--- src/rtl/core_mul_iter.sv ---
// Iterative ARMv4 multiply unit (MUL/MLA/UMULL/UMLAL/SMULL/SMLAL), STEP_BITS multiplier bits per cycle.
// Optional macro CORE_MUL_EARLY_TERM_EN: leave the MUL phase as soon as the remaining multiplier is zero.

module core_mul_iter #(
    parameter int STEP_BITS = 2
) (
    input  logic        clk,
    input  logic        rst,
    input  logic        start,
    output logic        in_ready,
    input  logic        add,
    input  logic        long_mul,
    input  logic        signed_mul,
    input  logic [31:0] a,
    input  logic [31:0] b,
    input  logic [31:0] c_lo,
    input  logic [31:0] c_hi,
    output logic        valid,
    output logic [31:0] q_lo,
    output logic [31:0] q_hi,
    output logic        n,
    output logic        z
);

    localparam int K     = 32 / STEP_BITS;
    localparam int CNT_W = $clog2(K);

    // Handshake: an operation is accepted on a rising edge where start && in_ready.
    // in_ready is high only in IDLE; valid pulses for the single DONE cycle, and
    // q_lo/q_hi/n/z are final from that cycle until the next FIX overwrites them.
    typedef enum logic [1:0] {
        S_IDLE = 2'd0,
        S_MUL  = 2'd1,
        S_FIX  = 2'd2,
        S_DONE = 2'd3
    } state_t;

    state_t state_q;
    state_t state_d;

    logic [31:0]          a_mag_q;
    logic [31:0]          b_mag_q;
    logic [63:0]          p_q;
    logic [CNT_W-1:0]     cnt_q;
    logic                 neg_q;
    logic                 add_q;
    logic                 long_q;
    logic [31:0]          c_lo_q;
    logic [31:0]          c_hi_q;

    logic                 accept;
    logic                 mag_en;
    logic [31:0]          a_abs;
    logic [31:0]          b_abs;
    logic [STEP_BITS-1:0] digit;
    logic [31+STEP_BITS:0] part;
    logic [5:0]           shamt;
    logic [63:0]          part_sh;
    logic [31:0]          b_next;
    logic                 last_iter;
    logic                 mul_done;
    logic                 skip_mul;

    logic [63:0]          p_fix;
    logic [63:0]          acc;
    logic [63:0]          sum;
    logic [31:0]          res_lo;
    logic [31:0]          res_hi;
    logic                 res_n;
    logic                 res_z;

    assign accept = start && in_ready;
    assign mag_en = signed_mul && long_mul;

    // 0x80000000 negates to itself, which read as unsigned is exactly 2^31.
    assign a_abs = (mag_en && a[31]) ? (~a + 32'd1) : a;
    assign b_abs = (mag_en && b[31]) ? (~b + 32'd1) : b;

    assign digit     = b_mag_q[STEP_BITS-1:0];
    assign part      = {{STEP_BITS{1'b0}}, a_mag_q} * {32'd0, digit};
    assign shamt     = 6'(cnt_q) * 6'(STEP_BITS);
    assign part_sh   = {{(32-STEP_BITS){1'b0}}, part} << shamt;
    assign b_next    = b_mag_q >> STEP_BITS;
    assign last_iter = (cnt_q == CNT_W'(K - 1));

`ifdef CORE_MUL_EARLY_TERM_EN
    assign mul_done = last_iter || (b_next == 32'd0);
    assign skip_mul = (b_abs == 32'd0);
`else
    assign mul_done = last_iter;
    assign skip_mul = 1'b0;
`endif

    // Sign fix-up, then accumulate modulo 2^64; the short form keeps only 32 bits.
    assign p_fix  = neg_q ? (~p_q + 64'd1) : p_q;
    assign acc    = long_q ? {c_hi_q, c_lo_q} : {32'd0, c_lo_q};
    assign sum    = add_q ? (p_fix + acc) : p_fix;
    assign res_lo = sum[31:0];
    assign res_hi = long_q ? sum[63:32] : 32'd0;
    assign res_n  = long_q ? sum[63] : sum[31];
    assign res_z  = long_q ? (sum == 64'd0) : (sum[31:0] == 32'd0);

    always_ff @(posedge clk) begin
        if (rst) begin
            state_q <= S_IDLE;
        end else begin
            state_q <= state_d;
        end
    end

    always_comb begin
        state_d  = state_q;
        in_ready = 1'b0;
        valid    = 1'b0;
        case (state_q)
            S_IDLE: begin
                in_ready = 1'b1;
                if (start) begin
                    state_d = skip_mul ? S_FIX : S_MUL;
                end
            end
            S_MUL: begin
                if (mul_done) begin
                    state_d = S_FIX;
                end
            end
            S_FIX: begin
                state_d = S_DONE;
            end
            S_DONE: begin
                valid   = 1'b1;
                state_d = S_IDLE;
            end
            default: begin
                state_d = S_IDLE;
            end
        endcase
    end

    always_ff @(posedge clk) begin
        if (rst) begin
            a_mag_q <= 32'd0;
            b_mag_q <= 32'd0;
            p_q     <= 64'd0;
            cnt_q   <= '0;
            neg_q   <= 1'b0;
            add_q   <= 1'b0;
            long_q  <= 1'b0;
            c_lo_q  <= 32'd0;
            c_hi_q  <= 32'd0;
            q_lo    <= 32'd0;
            q_hi    <= 32'd0;
            n       <= 1'b0;
            z       <= 1'b0;
        end else begin
            if (accept) begin
                a_mag_q <= a_abs;
                b_mag_q <= b_abs;
                neg_q   <= mag_en && (a[31] ^ b[31]);
                add_q   <= add;
                long_q  <= long_mul;
                c_lo_q  <= c_lo;
                c_hi_q  <= c_hi;
                p_q     <= 64'd0;
                cnt_q   <= '0;
            end
            if (state_q == S_MUL) begin
                p_q     <= p_q + part_sh;
                b_mag_q <= b_next;
                cnt_q   <= last_iter ? '0 : cnt_q + CNT_W'(1);
            end
            // Results only change here, so they hold through DONE and IDLE.
            if (state_q == S_FIX) begin
                q_lo <= res_lo;
                q_hi <= res_hi;
                n    <= res_n;
                z    <= res_z;
            end
        end
    end

endmodule

--- config.mk ---
export PLATFORM = sky130hd
export DESIGN_NAME = core_mul_iter
export DESIGN_NICKNAME = d
export VERILOG_FILES = /design/src/rtl/core_mul_iter.sv
export SDC_FILE = /design/constraint.sdc
export NUM_CORES = 1
export LEC_CHECK = 0
export CORE_AREA = 8 8 211 213
export CTS_CLUSTER_DIAMETER = 150
export DETAILED_ROUTE_END_ITERATION = 16
export DIE_AREA = 0 0 219 221
export GPL_TIMING_DRIVEN = 0
export PLACE_DENSITY = 0.83
export SLEW_MARGIN = 20
export SYNTH_ARGS = -nofsm -noshare
export SYNTH_HDL_FRONTEND = slang
export SYNTH_SLANG_ARGS = --single-unit
--- constraint.sdc ---
create_clock -name clk -period 15.18 [get_ports clk]
set_input_delay 1.518 -clock clk [delete_from_list [all_inputs] [get_ports clk]]
set_output_delay 1.518 -clock clk [all_outputs]
set_load 0.03 [all_outputs]
==> out/qor.csv <==
metric;value;unit
status;complete, no violations;
Hold Path Class;flip-flop to flip-flop;
TritonCTS buffer count;31;
final hold vios;0;
CP arrival;10.31;ns
area grow syn2layout;15.5;%
Finished Layout Cells;4226;
design area;0.0283;sq mm
# fillers;3693;
Tot Pwr;3.76;mW
Max clock buf depth;3;
Syn Nets;3739;
largest net degree at the start of global routing;15;
Rows;75;
dpl ws;5.62;ns
Post-synth EDFFs;0;
io pins;202;
Iteration-0 DRC Markers;2435;
gr ovfl total;0;
unrepaired setup endpoints after global routing;no;
Inserted Diodes;0;
placed cell area;0.0271;sq mm
vias in the first global route;24800;
Die Span X;219;um
setup ws final;5.40;ns
Initial Util;59.2;%
syn avg cell area;7.13;sq um
Post-synth ARST share;0;%
WHS;0.451;ns
CTS tree;yes;
# DRC;0;
H-Tree Depth;1;
post-CTS setup buffer count;0;
placed cells;4170;
Max Cap Violations;0;
Yosys warning count;0;
routability cong.;1.03;
final setup fails;0;
reg2reg start;b_mag_q[1]$_SDFFE_PP0P_;
Die Height;221;um
crit path launch;b_mag_q[1]$_SDFFE_PP0P_;
post-synth top area share;21.9;%
Slew @ Worst Pin;1.11;ns
post-cts sizing count;0;
Rel. slew slack;26.3;%
Largest stage delay, worst path;0.87;ns
period utilization;64.4;%
Worst Path Max Fanout;10;
layout cell share with drive strength beyond 1;3.06;%
# nets final;3973;
most frequent cells after synthesis;nor2_1 (427), nand2_1 (417), a21oi_1 (383);
peak supply drop;0.103;mV
Synth cell types;81;
final core utilization;68.4;%
area leader, netlist;dfxtp_1;
clock sinks;267;
antenna viol nets, final;0;
Crit Path Class;flip-flop to flip-flop;
Post-synth top flop;dfxtp_1;
die area;0.0484;sq mm
pwr dens;133;mW/mm^2
DR vias/cell;6.28;
total track usage;34.8;%
leak pwr;11.6;nW
largest cells by area after synthesis;dfxtp_1 (22%), ha_1 (8.8%), a21oi_1 (7.8%);
DR WL/cell;21.0;um
slowest CP cell;a2111oi_0;
first-pass iteration count of the detailed router;6;
register area share after synthesis;21.9;%
worst-skew pair later-pin latency;0.60;ns
Clock Tree Root;clkbuf_16;
IO buf count;201;
setup TNS;0;ns
Final HPWL DP;70600;um
Highest Clock Rate;0.102;GHz
Worst Skew;0.0187;ns
Hold Crit Start;c_hi_q[30]$_SDFFE_PP0P_;
first-pass GRT wire length;137000;um
critical path startpoint category;flip-flop;
Post-Route WL;88600;um
initial antenna violation count;0;
most common cell in the netlist;nor2_1;
Clk pin slew, worst setup/hold paths;0.06;ns
CTS Hold Bufs;0;
Worst EP required;15.71;ns
Post-Syn Area;0.0245;sq mm
core area;0.0413;sq mm
fin. max-slew vios;0;
CP Capture Type;flip-flop;
Cells after Synth;3430;
Min Clock Period, post-route;9.78;ns
post-synthesis register bit count;267;
vias;26500;
## metal layers
layer | track usage (%) | vias up | part of all wire, %
met1 | 43.4 | 12200 | 40
met2 | 56.7 | 1264 | 45
li1 | - | 12800 | -
met4 | 17.9 | 0 | 5.7
met3 | 6.22 | 253 | 9.1
met5 | 0 | - | 0
## cell usage in the layout (no fill, tap or decap), types with 27 or more instances in the layout
cell	instances
a31oi_1	30
xnor2_1	143
o211ai_1	27
dfxtp_1	267
nor2_1	427
or3_1	33
a211oi_1	88
xor2_1	98
and2_1	113
nand2b_1	30
clkdlybuf4s50_1	201
a21oi_1	383
mux2i_1	54
nand2_1	417
nand3_1	48
ha_1	172
o31ai_1	49
a21o_1	75
inv_1	78
o21ai_0	191
nand4_1	42
o21a_1	34
nor3_1	62
clkbuf_16	31
clkbuf_1	188
## sequential cells by signal, indices dropped and copies added, names as in the netlist, 2 cells and up
signal / cells
a_mag_q: 32
state_q: 2
cnt_q: 4
p_q: 64
q_hi: 32
c_lo_q: 32
b_mag_q: 32
q_lo: 32
c_hi_q: 32
## kinds of logic after synthesis
logic type	share of synthesized area (%)
DFF	21.9
muxes	3.13
and+or+nand+nor	24.6
buffers and inverters	4.46
xor gates and xnor gates	8.63
AOI/OAI and AO/OA	28.3
adders and majority gates	9.05
## where the power goes
group          internal (mW)  leakage, nW  switching [mW]
Sequential             0.841         2.18           0.113
Combinational          0.643         8.86            1.33
Clock                  0.499        0.547           0.332
Total                   1.98         11.6            1.78
## final cells by class
type | count | area, sq um | share of cell area [%]
well taps | 539 | 674 | 2.39
inverters | 81 | 304 | 1.08
clock inverters | 17 | 249 | 0.881
multi-input cells | 2873 | 18000 | 63.8
clock buffers | 39 | 856 | 3.03
flip-flops and latches | 267 | 5350 | 18.9
plain buffers | 209 | 790 | 2.79
repair buffers | 201 | 2010 | 7.12
## path summary, 6_finish.rpt
check	endpoint	cells past startpoint	slack, ns
worst max register to register	p_q[62]$_SDFFE_PP0P_	33	5.40
worst max-delay path	p_q[62]$_SDFFE_PP0P_	33	5.40
worst min register to register	c_hi_q[30]$_SDFFE_PP0P_	2	0.45
worst min-delay path	c_hi_q[30]$_SDFFE_PP0P_	2	0.45
## worst max-delay path: cells and delay by family, from the launching register on
kind                       cells  cell delay [ns]
AOI/OAI and AO/OA             17             5.86
adders and majority gates      2             0.38
and+or+nand+nor                5             0.67
buffers and inverters          4             1.10
DFF                            1             0.31
xor gates and xnor gates       1             0.32
muxes                          4             1.07
No activity file was read; power rests on OpenSTA's default activity.
